--- config.mk ---
export PLATFORM = sky130hd
export DESIGN_NAME = rdma_rc_ack_responder
export DESIGN_NICKNAME = d
export VERILOG_FILES = /design/src/rtl/rdma_pkg.sv /design/src/rtl/rdma_psn_cmp.sv /design/src/rtl/rdma_rc_ack_responder.sv
export SDC_FILE = /design/constraint.sdc
export NUM_CORES = 1
export LEC_CHECK = 0
export ABC_AREA = 1
export CAP_MARGIN = 15
export CORE_MARGIN = 3
export CORE_UTILIZATION = 33
export CTS_BUF_LIST = sky130_fd_sc_hd__clkbuf_8
export DETAILED_ROUTE_END_ITERATION = 7
export GPL_ROUTABILITY_DRIVEN = 0
export SYNTH_ARGS = -nofsm -noshare
export SYNTH_HDL_FRONTEND = slang
export SYNTH_SLANG_ARGS = --single-unit
--- constraint.sdc ---
create_clock -name clk -period 7.7 [get_ports clk]
set_input_delay 1.155 -clock clk [delete_from_list [all_inputs] [get_ports clk]]
set_output_delay 1.155 -clock clk [all_outputs]
set_load 0.02 [all_outputs]
--- src/rtl/rdma_pkg.sv ---
// Shared RC transport constants: header field positions, PSN window,
// response opcode/syndromes and the receive-path enums.
package rdma_pkg;

    localparam int unsigned PSN_W = 24;
    localparam logic [PSN_W-1:0] PSN_HALF = 24'h80_0000;

    localparam logic [7:0] OPC_ACK = 8'h11;

    localparam logic [2:0] SYN_ACK     = 3'b000;
    localparam logic [2:0] SYN_NAK_SEQ = 3'b011;

    localparam int unsigned HDR_OPC_MSB = 63;
    localparam int unsigned HDR_OPC_LSB = 56;
    localparam int unsigned HDR_QPN_MSB = 55;
    localparam int unsigned HDR_QPN_LSB = 32;
    localparam int unsigned HDR_PSN_MSB = 31;
    localparam int unsigned HDR_PSN_LSB = 8;
    localparam int unsigned HDR_ACKREQ  = 7;

    typedef enum logic [1:0] {
        ST_HDR  = 2'd0,
        ST_PASS = 2'd1,
        ST_DROP = 2'd2
    } rx_state_t;

    typedef enum logic [1:0] {
        PSN_INORDER = 2'd0,
        PSN_AHEAD   = 2'd1,
        PSN_DUP     = 2'd2
    } psn_class_t;

    function automatic logic [63:0] make_resp(input logic [23:0] qpn,
                                              input logic [23:0] psn,
                                              input logic [2:0]  syn);
        return {OPC_ACK, qpn, psn, syn, 5'b0_0000};
    endfunction

endpackage

--- src/rtl/rdma_psn_cmp.sv ---
// Wrap-aware PSN classifier: in-order, ahead (gap) or duplicate relative
// to the expected PSN, using modulo-2^24 distance and a half-window split.
module rdma_psn_cmp
    import rdma_pkg::*;
(
    input  logic [PSN_W-1:0] psn,
    input  logic [PSN_W-1:0] epsn,
    output psn_class_t       cls
);

    logic [PSN_W-1:0] diff;

    // Subtraction truncates to 24 bits, giving the modular distance directly
    always_comb begin
        diff = psn - epsn;
        if (diff == '0)
            cls = PSN_INORDER;
        else if (diff < PSN_HALF)
            cls = PSN_AHEAD;
        else
            cls = PSN_DUP;
    end

endmodule

--- src/rtl/rdma_rc_ack_responder.sv ---
// Responder-side RC ACK engine: classifies inbound request packets against
// ePSN, forwards in-order packets and emits coalesced ACK / sequence NAK
// beats through a single overwrite-on-queue response slot.
// Optional build macro: RDMA_ACK_STATS_EN adds saturating statistic counters.
module rdma_rc_ack_responder
    import rdma_pkg::*;
#(
    parameter logic [23:0] INIT_EPSN = 24'd0,
    parameter int unsigned ACK_COAL  = 4
) (
    input  logic        clk,
    input  logic        rst,
    input  logic        req_valid,
    input  logic [63:0] req_data,
    input  logic        req_last,
    output logic        del_valid,
    output logic [63:0] del_data,
    output logic        del_last,
    output logic        ack_valid,
    output logic [63:0] ack_data,
    input  logic        ack_ready
`ifdef RDMA_ACK_STATS_EN
    ,
    output logic [15:0] stat_ack_cnt,
    output logic [15:0] stat_nak_cnt,
    output logic [15:0] stat_dup_cnt
`endif
);

    rx_state_t   state, state_nxt;
    logic [23:0] epsn, epsn_nxt;
    logic [7:0]  coal_cnt, coal_nxt;
    logic        nak_armed, armed_nxt;
    logic        pkt_ackreq, ackreq_nxt;
    logic [23:0] pkt_psn, psn_nxt;
    logic [23:0] pkt_qpn, qpn_nxt;
    logic        fwd;
    logic        resp_load;
    logic [63:0] resp_data;
    psn_class_t  cls;

    logic [23:0] hdr_psn;
    logic [23:0] hdr_qpn;

    assign hdr_psn = req_data[HDR_PSN_MSB:HDR_PSN_LSB];
    assign hdr_qpn = req_data[HDR_QPN_MSB:HDR_QPN_LSB];

    rdma_psn_cmp u_psn_cmp (
        .psn  (hdr_psn),
        .epsn (epsn),
        .cls  (cls)
    );

    // FSM state register
    always_ff @(posedge clk or posedge rst) begin
        if (rst)
            state <= ST_HDR;
        else
            state <= state_nxt;
    end

    // Next-state, classification and response selection
    always_comb begin
        state_nxt  = state;
        epsn_nxt   = epsn;
        coal_nxt   = coal_cnt;
        armed_nxt  = nak_armed;
        ackreq_nxt = pkt_ackreq;
        psn_nxt    = pkt_psn;
        qpn_nxt    = pkt_qpn;
        fwd        = 1'b0;
        resp_load  = 1'b0;
        resp_data  = '0;
        if (req_valid) begin
            case (state)
                ST_HDR: begin
                    case (cls)
                        PSN_INORDER: begin
                            state_nxt  = ST_PASS;
                            fwd        = 1'b1;
                            epsn_nxt   = epsn + 24'd1;
                            armed_nxt  = 1'b0;
                            coal_nxt   = coal_cnt + 8'd1;
                            ackreq_nxt = req_data[HDR_ACKREQ];
                            psn_nxt    = hdr_psn;
                            qpn_nxt    = hdr_qpn;
                        end
                        PSN_AHEAD: begin
                            state_nxt = ST_DROP;
                            if (!nak_armed) begin
                                resp_load = 1'b1;
                                resp_data = make_resp(hdr_qpn, epsn, SYN_NAK_SEQ);
                                armed_nxt = 1'b1;
                            end
                        end
                        default: begin
                            state_nxt = ST_DROP;
                            resp_load = 1'b1;
                            resp_data = make_resp(hdr_qpn, epsn - 24'd1, SYN_ACK);
                        end
                    endcase
                end
                ST_PASS: fwd = 1'b1;
                default: fwd = 1'b0;
            endcase
            // Uses the *_nxt context so a header-only packet decides on its own fields
            if (req_last) begin
                state_nxt = ST_HDR;
                if (fwd && (ackreq_nxt || coal_nxt == 8'(ACK_COAL))) begin
                    resp_load = 1'b1;
                    resp_data = make_resp(qpn_nxt, psn_nxt, SYN_ACK);
                    coal_nxt  = '0;
                end
            end
        end
    end

    // Sequence context, delivery pipeline stage and pending response slot
    always_ff @(posedge clk or posedge rst) begin
        if (rst) begin
            epsn       <= INIT_EPSN;
            coal_cnt   <= '0;
            nak_armed  <= 1'b0;
            pkt_ackreq <= 1'b0;
            pkt_psn    <= '0;
            pkt_qpn    <= '0;
            del_valid  <= 1'b0;
            del_data   <= '0;
            del_last   <= 1'b0;
            ack_valid  <= 1'b0;
            ack_data   <= '0;
        end else begin
            epsn       <= epsn_nxt;
            coal_cnt   <= coal_nxt;
            nak_armed  <= armed_nxt;
            pkt_ackreq <= ackreq_nxt;
            pkt_psn    <= psn_nxt;
            pkt_qpn    <= qpn_nxt;
            del_valid  <= fwd;
            if (fwd) begin
                del_data <= req_data;
                del_last <= req_last;
            end
            if (resp_load) begin
                ack_valid <= 1'b1;
                ack_data  <= resp_data;
            end else if (ack_valid && ack_ready) begin
                ack_valid <= 1'b0;
            end
        end
    end

`ifdef RDMA_ACK_STATS_EN
    // Saturating counters: handshakes per syndrome, duplicate headers
    always_ff @(posedge clk or posedge rst) begin
        if (rst) begin
            stat_ack_cnt <= '0;
            stat_nak_cnt <= '0;
            stat_dup_cnt <= '0;
        end else begin
            if (ack_valid && ack_ready && ack_data[7:5] == SYN_ACK && stat_ack_cnt != '1)
                stat_ack_cnt <= stat_ack_cnt + 16'd1;
            if (ack_valid && ack_ready && ack_data[7:5] == SYN_NAK_SEQ && stat_nak_cnt != '1)
                stat_nak_cnt <= stat_nak_cnt + 16'd1;
            if (req_valid && state == ST_HDR && cls == PSN_DUP && stat_dup_cnt != '1)
                stat_dup_cnt <= stat_dup_cnt + 16'd1;
        end
    end
`endif

endmodule

* Yosys cells after proc, flatten, opt, wreduce, memory -nomap -nowiden
Index checks and enable logic that the tools add are counted.
** Word-level totals
- Word-level logic and storage cells :: 68
- Bits of input ports :: 69
- Output and inout bits :: 131
- Register bits :: 215
** Operators by class
- Multiplexer cells :: 36
- Reduce and logical (&&, ||, !) cells :: 12
- Equal/unequal tests :: 3
- $lt $le $gt $ge :: 1
- Add/sub/neg operators :: 4
** Operators with widths (number)
- 64-bit 2-to-1 mux :: 3
- 61-bit 2-to-1 mux :: 2
- 61-bit case mux with 2 select lines :: 1
- 24-bit 2-to-1 mux :: 4
- 8-bit 2-to-1 mux :: 5
- 24-bit by 1-bit adder with 24-bit output, second input constant :: 1
- 24-bit logical NOT :: 1
- 24-bit < comparator, second input constant :: 1
- 24-bit by 1-bit subtractor with 24-bit output, second input constant :: 1
- 24-bit subtractor :: 1
- 1-bit 2-to-1 mux :: 13
- 2-bit 2-to-1 mux :: 5
- 8-bit by 1-bit adder with 8-bit output, second input constant :: 1
- 8-bit by 3-bit == test with 1-bit output, second input constant :: 1
- 1-bit case mux with 2 select lines :: 3
- 3-bit AND reduction :: 2
- 2-bit nonzero test :: 3
- 2-bit by 1-bit == test with 1-bit output, second input constant :: 2
- 2-bit logical NOT :: 2
- 1-bit logical AND :: 2
- 2-bit AND reduction :: 1
- 1-bit logical OR :: 1

* Depth between registers and ports, before layout
- Word-level depth :: 15
- Gate-level depth with buffers :: 32
- Mapped depth without buffers :: 30

* Cells and area by module
A second synthesis with hierarchy kept.
** Second synthesis, totals
- Cells, all modules :: 1720
- Area, all modules :: 11962.7 um^2
** By module, submodules not included
- rdma_rc_ack_responder :: cells an instance 1298, times used 1, sequential area each 5029.8 um^2, area each 9883.2 um^2
- rdma_psn_cmp :: cells an instance 422, times used 1, sequential area each 0.0 um^2, area each 2079.5 um^2

* Least setup slack after synthesis
No wires, ideal clock.
- Path type :: input port to flip-flop
- Start :: in req_data[8]
- End :: reg ack_data[6]
- Required time :: 7.583 ns
- Stages :: 25
- Slack :: 3.792 ns
- Arrival time :: 3.791 ns
- Library setup time :: 0.117 ns
- Buffers on the path :: 2
- Cell sequence :: inv_1 -> ha_1 -> fa_1 -> inv_1 -> nand2_1 -> a21oi_1 -> nand3_1 -> inv_1 -> nand2_1 -> nor2_1 -> nand4_1 -> nor2_1 -> nand4_1 -> buf_2 -> o21ai_2 -> nand2_1 -> nor2_1 -> nand2_1 -> nand2_2 -> nand2_4 -> nand2_2 -> nand2_4 -> buf_6 -> nand2_1 -> nand2_1
** Between the ends
- Word-level cells in the longest chain between the ends :: 14
- Elaborated cells on any way between the ends :: 29
- Classes of those cells :: add/sub (1); order compare (1); eq/ne (2); mux (21); reduce/logical (4)
** Ends and longest elaborated chain
- from (decl) :: RTL line rdma_rc_ack_responder.sv:14 : input logic [63:0] req_data,
- 24-bit subtractor (*) :: RTL line rdma_psn_cmp.sv:15 : diff = psn - epsn;
- 24-bit < comparator :: RTL line rdma_psn_cmp.sv:18 : else if (diff < PSN_HALF)
- 2-bit 2-to-1 mux :: RTL line rdma_psn_cmp.sv:18
- 2-bit 2-to-1 mux (*) :: RTL line rdma_psn_cmp.sv:16 : if (diff == '0)
- 2-bit logical NOT :: RTL line rdma_rc_ack_responder.sv:77 : case (cls)
- 8-bit 2-to-1 mux :: RTL line rdma_rc_ack_responder.sv:77
- 8-bit 2-to-1 mux :: RTL line rdma_rc_ack_responder.sv:75 : case (state)
- 8-bit 2-to-1 mux :: RTL line rdma_rc_ack_responder.sv:74 : if (req_valid) begin
- 8-bit by 3-bit == test with 1-bit output :: RTL line rdma_rc_ack_responder.sv:109 : if (fwd && (ackreq_nxt || coal_nxt == 8'(ACK_COAL))) begin
- 1-bit logical OR :: RTL line rdma_rc_ack_responder.sv:109
- 1-bit logical AND :: RTL line rdma_rc_ack_responder.sv:109
- 64-bit 2-to-1 mux or 1-bit 2-to-1 mux (tied branches) :: RTL line rdma_rc_ack_responder.sv:109
- 64-bit 2-to-1 mux or 1-bit 2-to-1 mux (tied branches) :: RTL line rdma_rc_ack_responder.sv:107 : if (req_last) begin
- 64-bit 2-to-1 mux or 1-bit 2-to-1 mux (tied branches) :: RTL line rdma_rc_ack_responder.sv:74
- to (signal assigned) :: RTL line rdma_rc_ack_responder.sv:146 : ack_data <= resp_data;
- to (decl) :: RTL line rdma_rc_ack_responder.sv:20 : output logic [63:0] ack_data,
Mark *: on every way between the ends. The rest lies on a longest branch, timed or not. The select of a mux whose other input is x is not followed.
A chain may end at the register's enable or synchronous reset.

* Worst setup path in the final report
- Start :: in req_data[8]
- End :: reg ack_valid
** Between the ends
- Word-level cells in the longest chain between the ends :: 15
- Elaborated cells on any way between the ends :: 26
- Classes of those cells :: add/sub (1); order compare (1); eq/ne (2); mux (17); reduce/logical (5)
** Ends and longest elaborated chain
- 24-bit subtractor (*) :: RTL line rdma_psn_cmp.sv:15
- 24-bit < comparator :: RTL line rdma_psn_cmp.sv:18
- 2-bit 2-to-1 mux :: RTL line rdma_psn_cmp.sv:18
- 2-bit 2-to-1 mux (*) :: RTL line rdma_psn_cmp.sv:16
- 2-bit logical NOT :: RTL line rdma_rc_ack_responder.sv:77
- 8-bit 2-to-1 mux :: RTL line rdma_rc_ack_responder.sv:77
- 8-bit 2-to-1 mux :: RTL line rdma_rc_ack_responder.sv:75
- 8-bit 2-to-1 mux :: RTL line rdma_rc_ack_responder.sv:74
- 8-bit by 3-bit == test with 1-bit output :: RTL line rdma_rc_ack_responder.sv:109
- 1-bit logical OR :: RTL line rdma_rc_ack_responder.sv:109
- 1-bit logical AND :: RTL line rdma_rc_ack_responder.sv:109
- 1-bit 2-to-1 mux :: RTL line rdma_rc_ack_responder.sv:109
- 1-bit 2-to-1 mux (*) :: RTL line rdma_rc_ack_responder.sv:107
- 1-bit 2-to-1 mux (*) :: RTL line rdma_rc_ack_responder.sv:74
- 1-bit 2-to-1 mux or 2-bit nonzero test (tied branches)
- to (signal assigned) :: RTL line rdma_rc_ack_responder.sv:130 : ack_valid <= 1'b0;
- to (signal assigned) :: RTL line rdma_rc_ack_responder.sv:145 : ack_valid <= 1'b1;
- to (signal assigned) :: RTL line rdma_rc_ack_responder.sv:148 : ack_valid <= 1'b0;
- to (decl) :: RTL line rdma_rc_ack_responder.sv:19 : output logic ack_valid,
Marks and branches as above.

==> metrics.txt <==
R2R Path Start=epsn[0]$_DFFE_PP0P_; Mapped Cells=between 1.5k and 2k; Synth Register Bits=201; vias=roughly 11k; cts hold-fix bufs=0; register area share after synthesis=between 40% and 50%; status=finished clean; Cell variety after synth=40; FP Rows=69; final net count=2013; num ports=200; vias in the first global route=10.6k; routed wire length=~35000 um; most common cell after layout, fill and taps aside=nand2_1; TritonCTS buffer count=35; IO buf count=187; DR DRC count=0; share of layout cells above drive strength 1=4.54%; Tcrit/Tclk final=77.2%; CTS tree=done; synthesized area=0.0120 mm^2; Die Wd=197 um; Clock transition at path regs=about 0.06 ns; Core ar.=0.0357 mm^2; Total GRT Usage=18.0%; CTS sink cnt=201; FMAX=168 MHz; Worst Hold Class=register to register; Antenna Violating Nets Remaining=0; synthesis-to-layout area growth=24.2%; crit-path max FO=51; PwrDens=196 mW/mm^2; Mean Syn Cell Area=6.86 um^2; Die Span Y=197 um; CP endpoint kind=register; post-CTS sizing=0; Worst-Skew Late Latency=0.52 ns; Post-CTS Setup Inserts=0; commonest non-fill, non-tap cells in the layout=nand2_1, inv_1, dfrtp_1; crit path launch=req_data[8]; die area=0.0386 mm^2; Compound-Gate Fraction of Synth Area=8.98%; Critical Path AT=6.31 ns; CTS H-tree depth=2; EDFF count, synth=0; RSZ-0062 raised after global routing=no; final hold vios=0; Root Buffer=clkbuf_8; CP Launch Type=input port; min Tclk post-route=~5.9 ns; asr flop ratio synth=between 90% and 100%; post-layout total power=2910 uW; critical setup path kind=input port to register; largest family of logic cells by synthesized area=simple AND/OR/NAND/NOR gates; Synth Flop Type=dfrtp_1; Synth Area in Simple Gates=33.7%; Final Util=about two fifths; Hold Startpoint=ack_data[15]$_DFFE_PP0P_; Fin Setup TNS=0 ns; mux contribution to synthesized area=0.0835%; DP HPWL=25600 um; ant diodes=0; adder-cell share of the synthesized area=around 2.9%; XOR/XNOR Fraction of Synth Area=about 1.8%; Setup-failing EPs final=0; drt first-iter violations=898; worst path required time=8.07 ns; number of vias per cell=about 4.7; reported max-cap violation count=0; Rel. slew slack=34.0%; leakage power=0.00773 uW; grt total ovfl=0; clk buf depth=3; Final Max Slew Viols=0; clock skew=0.0205 ns; Slew @ Worst Pin=0.989 ns; Starting Density=33.6%; initial antenna violation count=0; Pre-Repair DR Iteration Count=6; first-pass GRT wire length=57000 um; peak supply drop=0.0823 mV; Ys Warns=0; Avg WL per Cell=14.7 um; largest net degree at the start of global routing=between 100 and 150
-- metal layers --
layer	up-vias	global-route usage, %	share of wire [%]	wire length (um)
li1	5780	-	-	-
met1	5226	25.9	48	16800
met2	325	29.1	45	15900
met3	50	2.10	5.6	1970
met4	0	4.25	1.8	632
met5	-	0	0	0
-- power by group --
group,leakage [uW],total [uW],internal (uW),switching [uW]
sequential,0.00256,1220,1160,63.3
combinational,0.00477,717,286,431
clock,0.000397,975,538,436
total,0.00773,2910,1980,930
-- cell type report --
class | count | area (um^2)
fillers | 3745 | 20800
multi-input cells | 1256 | 5740
flip-flops and latches | 201 | 5030
repair buffers | 201 | 1990
inverters | 222 | 842
clock buffers | 43 | 592
well taps | 461 | 577
clock inverters | 17 | 104
-- through the flow --
stage | hold WS, ns | std cells | setup slack [ns] | cell area (um^2)
after floorplan | 0.453 | 1758 | 1.06 | 12000
after global placement | 0.454 | 2340 | 1.34 | 14200
after detailed placement | 0.458 | 2340 | 1.26 | 14200
after CTS | 0.473 | 2400 | 1.80 | 14900
after global routing | 0.491 | 2401 | 1.33 | 14900
final | 0.469 | 2401 | 1.76 | 14900
-- sequential cells by signal (all words and copies together), names as in the netlist, 2 cells and up --
name	count
pkt_psn	24
epsn	24
del_data	64
coal_cnt	8
state	2
pkt_qpn	24
ack_data	50
-- critical path: stages --
cell and delay, ns:
clkdlybuf4s50_1 0.45, inv_1 0.08, ha_1 0.25, fa_1 0.37, inv_1 0.14, nand2_1 0.09
nand2_1 0.07, nand3_1 0.09, nand3_1 0.10, nand2_1 0.08, nor2_1 0.12, nand2_1 0.06
nor2_1 0.22, nand2_1 0.09, nor2_1 0.62, nand4_1 0.74, buf_4 0.41, mux2i_1 0.22
nand2_2 0.11, nand2_4 0.12, nand2_2 0.07, nand2_4 0.49, o21ai_1 0.14
-- cells in the mapped netlist (3+ instances only) --
| cell type | count | area share, % |
|---|---|---|
| o21ai_0 | 160 | 6.7 |
| nand2_4 | 3 | 0.28 |
| nor2_1 | 98 | 3.1 |
| buf_1 | 3 | 0.094 |
| o211ai_1 | 4 | 0.25 |
| inv_2 | 3 | 0.094 |
| nor3_1 | 22 | 0.92 |
| ha_1 | 26 | 2.7 |
| buf_6 | 8 | 0.75 |
| nand2_1 | 700 | 22 |
| xor2_1 | 24 | 1.8 |
| nand2_2 | 6 | 0.31 |
| dfrtp_1 | 201 | 42 |
| clkinv_1 | 6 | 0.19 |
| nand3b_1 | 3 | 0.19 |
| nand3_1 | 117 | 4.9 |
| buf_4 | 15 | 0.94 |
| buf_2 | 15 | 0.63 |
| a31oi_1 | 4 | 0.21 |
| a21oi_1 | 21 | 0.88 |
| clkbuf_1 | 38 | 1.2 |
| nand4_1 | 27 | 1.4 |
| o21a_1 | 9 | 0.56 |
| nor2_2 | 3 | 0.16 |
| inv_1 | 213 | 6.7 |
-- final timing paths --
| kind | endpoint | slack, ns | cells after the start |
|---|---|---|---|
| min reg2reg | ack_data[15]$_DFFE_PP0P_ | 0.47 | 2 |
| min in group asynchronous | del_data[52]$_DFFE_PP0P_ | 1.24 | 2 |
| max in group asynchronous | pkt_psn[21]$_DFFE_PP0P_ | 4.97 | 3 |
| max | ack_valid$_DFFE_PP0P_ | 1.76 | 23 |
| min | ack_data[15]$_DFFE_PP0P_ | 0.47 | 2 |
| max reg2reg | ack_valid$_DFFE_PP0P_ | 2.48 | 21 |
-- cells by family after synthesis --
kind of cell / Yosys count
multiplexers: 1
AO/OA/AOI/OAI: 204
other: 1
adder cells (fa/ha/maj): 27
XOR/XNOR: 25
AND/OR/NAND/NOR: 987
flip-flops: 201
buffers and inverters: 301
Note: power is estimated with default switching activity, not from simulation.
==> RTL edit 1 (same settings) <==
Re-encode `rx_state_t` (3 states) as one-hot, 3 bits wide.
--- a/src/rtl/rdma_pkg.sv
+++ b/src/rtl/rdma_pkg.sv
@@ -18,10 +18,10 @@
     localparam int unsigned HDR_PSN_LSB = 8;
     localparam int unsigned HDR_ACKREQ  = 7;
 
-    typedef enum logic [1:0] {
-        ST_HDR  = 2'd0,
-        ST_PASS = 2'd1,
-        ST_DROP = 2'd2
+    typedef enum logic [2:0] {
+        ST_HDR  = 3'b001,
+        ST_PASS = 3'b010,
+        ST_DROP = 3'b100
     } rx_state_t;
 
     typedef enum logic [1:0] {
Function: same outputs for any inputs over 4 cycles, from zero or initial values and one cycle with rst high; so few cycles prove little.
==> RTL edit 1 against the original RTL <==
  * Worst hold slack better by 0.00088 ns
  * Cell area shrank 0.31%
  * Largest cell class unchanged
  * Power increased by 11%
  * First-iteration DRC count is 3.7% higher
  * Global-route usage rose by 0.54 points
  * Core utilization decreased by 0.13 points
  * Sequential share of layout area increased by 0.28 points
  * Sequential cell count increased by 1
  * Clock skew down 0.0055 ns
  * Setup slack improved by 0.21 ns
  * Highest routed layer unchanged
  * Synthesized area is 0.32% lower
  * Wire length up 2.0%
  * Via count is essentially flat
==> RTL edit 1: results (changes against the original RTL) <==
========================================================================
Layout cells sized above 1                                        4.932%   +0.40 points
Mux contribution to synthesized area                              1.026%   +0.94 points
Maximum single-stage delay on the critical path                  0.58 ns   -0.16 ns
Synth top area cells                                        sky130_fd_sc_hd__dfrtp_1, sky130_fd_sc_hd__nand2_1, sky130_fd_sc_hd__inv_1, sky130_fd_sc_hd__o21ai_0, sky130_fd_sc_hd__nand3_1
Iter 0 DRT Violations                                                931   +3.7%
Nets                                                                1984   -1.4%
Flop-to-flop setup slack                                         2.56 ns   +0.08 ns
Antenna violations before repair                                       1   +1
Areal power density over the cells                          218.7 nW/um^2   +12%
Leakage Power                                                   7.584 nW   -1.9%
Outcome                                                        completed
Worst Hold End                                              ack_data[8]$_DFFE_PP0P_
Wire length of the first global-routing pass                    58070 um   +1.8%
Area fraction in compound gates after synthesis                   8.777%   -0.20 points
Share of total power in the clock network                          29.9%   -3.6 points
Xor/xnor cell area share of the yosys netlist                     1.686%   -0.14 points
Start point of the worst hold path                          ack_data[8]$_DFFE_PP0P_
Total routing resource utilization after global routing           18.51%   +0.54 points
Final WS setup                                                  1.968 ns   +0.2115 ns
Logic depth of the worst register-to-register path                    23   +9.5%
Wirelength per Cell                                             15.19 um   +3.4%
Slowest cell on crit path                                   sky130_fd_sc_hd__nand2_2
Area of placed instances                                      14160 um^2   about the same
Post-DP HPWL                                                    25960 um   +1.4%
Worst IR Drop VDD                                            0.0001283 V   +56%
Max transition margin                                             28.31%   -5.7 points
Sw power                                                      0.001108 W   +19%
Proportion of synthesized chip area in sequential cells           42.32%   +0.36 points
Highest fanout seen on the critical path                              58   +14%
Startpoint of the most critical register-to-register path   epsn[8]$_DFFE_PP0P_
Length of the first detailed-routing pass in iterations                7   +1
Area used by multi-input combinational logic                   5776 um^2   +0.54%
Largest net degree at the start of global routing                    129   -6.5%
Instance count after placement with tap cells included              2313   -1.2%
Capture point of the worst path                             ack_data[11]$_DFFE_PP0P_
========================================================================
[RTL edit 1: kinds of logic after synthesis]
group | count (synthesis)
and+or+nand+nor | 966
DFF | 202
xor gates and xnor gates | 23
other | 1
buffers and inverters | 286
adders and majority gates | 27
muxes | 11
AOI/OAI and AO/OA | 202
[RTL edit 1: cell type report]
type | count | area share (%)
Sequential cell | 202 | 34.08
Clock buffer | 44 | 4.082
Clock inverter | 10 | 0.4555
Timing Repair Buffer | 198 | 13.14
Tap cell | 461 | 3.888
Multi-Input combinational cell | 1241 | 38.93
Inverter | 211 | 5.398
Antenna cell | 1 | 0.01687
[RTL edit 1: metal layers]
| metal | part of all wire, % | GRT usage [%] | up-vias |
|---|---|---|---|
| li1 | - | - | 5732 |
| met1 | 46 | 25.96 | 5252 |
| met2 | 45 | 29.34 | 324 |
| met3 | 5.9 | 3.022 | 65 |
| met4 | 2.9 | 5.836 | 0 |
| met5 | 0 | 0 | - |
==> RTL edit 2 (config.mk and constraints unchanged) <==
Without the edit above. Build with the macro `RDMA_ACK_STATS_EN` defined.
--- a/src/rtl/rdma_rc_ack_responder.sv
+++ b/src/rtl/rdma_rc_ack_responder.sv
@@ -2,6 +2,8 @@
 // ePSN, forwards in-order packets and emits coalesced ACK / sequence NAK
 // beats through a single overwrite-on-queue response slot.
 // Optional build macro: RDMA_ACK_STATS_EN adds saturating statistic counters.
+`define RDMA_ACK_STATS_EN
+
 module rdma_rc_ack_responder
     import rdma_pkg::*;
 #(
Function (old outputs only; new: stat_ack_cnt, stat_dup_cnt and stat_nak_cnt): kept (Yosys induction, for registers that start in step).
==> RTL edit 2 against the original RTL <==
  * Register-to-register slack improved by 0.42 ns
  * Critical path type unchanged
  * Largest cell class unchanged
  * Critical endpoint is now ack_data[46]$_DFFE_PP0P_
  * Core utilization increased by 0.33 points
  * Power increased by 36%
  * Wire length increased by 21%
  * Synthesized area increased by 17%
  * Setup slack improved by 0.70 ns
  * Sequential cell count increased by 48
  * Cell area increased by 19%
==> RTL edit 2: results (changes against the original RTL) <==
========================================================================
Nets                                                                2229   +11%
Number of sequential cells in the layout                             249   +24%
Post-DP HPWL                                                    30830 um   +20%
Wirelength per Cell                                             15.75 um   +7.2%
Slew @ Worst Pin                                               0.8763 ns   -0.1130 ns
Maximum clock skew at final layout                            0.03879 ns   +0.01833 ns
Xor/xnor cell area share of the yosys netlist                     4.295%   +2.5 points
Number of inserted diodes                                              1   +1
Arr. time, crit path                                             5.72 ns   -0.59 ns
Logic depth of the worst register-to-register path                    23   +9.5%
Multi-input gates                                                   1360   +8.3%
Length of the first detailed-routing pass in iterations                5   -1
Buffers added on ports                                               235   +26%
Adder-cell share of the synthesized area                          2.721%   -0.16 points
Largest net degree at the start of global routing                     93   -33%
Per-cell via count in the routed design                            4.832   +1.9%
Wire length of the first global-routing pass                    67900 um   +19%
Area used by multi-input combinational logic                   6580 um^2   +15%
Footprint of the flip-flops and latches                        6231 um^2   +24%
Outcome                                                        completed
Clock network area share                                          5.088%   +0.41 points
Iter 0 DRT Violations                                                930   +3.6%
Worst IR Drop VDD                                            0.0001590 V   +93%
Number of fill cells in the layout                                  4316   +15%
Final Hold Slack                                               0.4689 ns   +0.0003400 ns
Worst Setup Slack post-DPL                                      1.929 ns   +0.6695 ns
Count of inverters not on the clock network in the layout            225   +1.4%
Mux contribution to synthesized area                             0.1601%   +0.077 points
Start point of the worst hold path                          del_data[56]$_DFFE_PP0P_
Maximum single-stage delay on the critical path                  0.51 ns   -0.23 ns
Capture point of the worst path                             ack_data[46]$_DFFE_PP0P_
Leakage Power                                                   8.943 nW   +16%
Synth cell count leaders                                    sky130_fd_sc_hd__nand2_1, sky130_fd_sc_hd__dfrtp_1, sky130_fd_sc_hd__inv_1
Proportion of synthesized chip area in sequential cells           44.28%   +2.3 points
========================================================================
-- RTL edit 2: power by group through the flow --
| stage | clock network [W] | logic, W | registers, W |
|---|---|---|---|
| finish | 0.00125 | 0.00108 | 0.00163 |
| global route | 0.00135 | 0.00118 | 0.00165 |
| CTS | 0.00130 | 0.00110 | 0.00163 |
| detailed placement | 0 | 0.00109 | 0.00165 |
| global placement | 0 | 0.00108 | 0.00165 |
| floorplan | 0 | 0.000353 | 0.00184 |
-- RTL edit 2: logic make-up after synthesis --
| kind of cell | count (synthesis) |
|---|---|
| other | 1 |
| adders and majority gates | 30 |
| muxes | 2 |
| buffers and inverters | 313 |
| and+or+nand+nor | 1038 |
| DFF | 249 |
| AOI/OAI and AO/OA | 209 |
| xor gates and xnor gates | 69 |
-- RTL edit 2: metrics by stage --
step | cells | instance area (um^2)
floorplan | 1922 | 14120
global placement | 2621 | 16780
detailed placement | 2621 | 16780
CTS | 2701 | 17680
global route | 2702 | 17680
finish | 2702 | 17680
-- RTL edit 2: worst min-delay path: cells and delay by family (launching register included) --
kind	cells	cell delay [ns]
flops	1	0.33
simple gates	2	0.10
-- RTL edit 2: routing by layer --
| metal | up-vias | GRT usage [%] | wire length [um] |
|---|---|---|---|
| met5 | - | 0 | 13 |
| li1 | 6481 | - | - |
| met4 | 2 | 6.286 | 1236 |
| met2 | 396 | 31.17 | 19630 |
| met1 | 6091 | 24.60 | 19220 |
| met3 | 85 | 3.556 | 2454 |
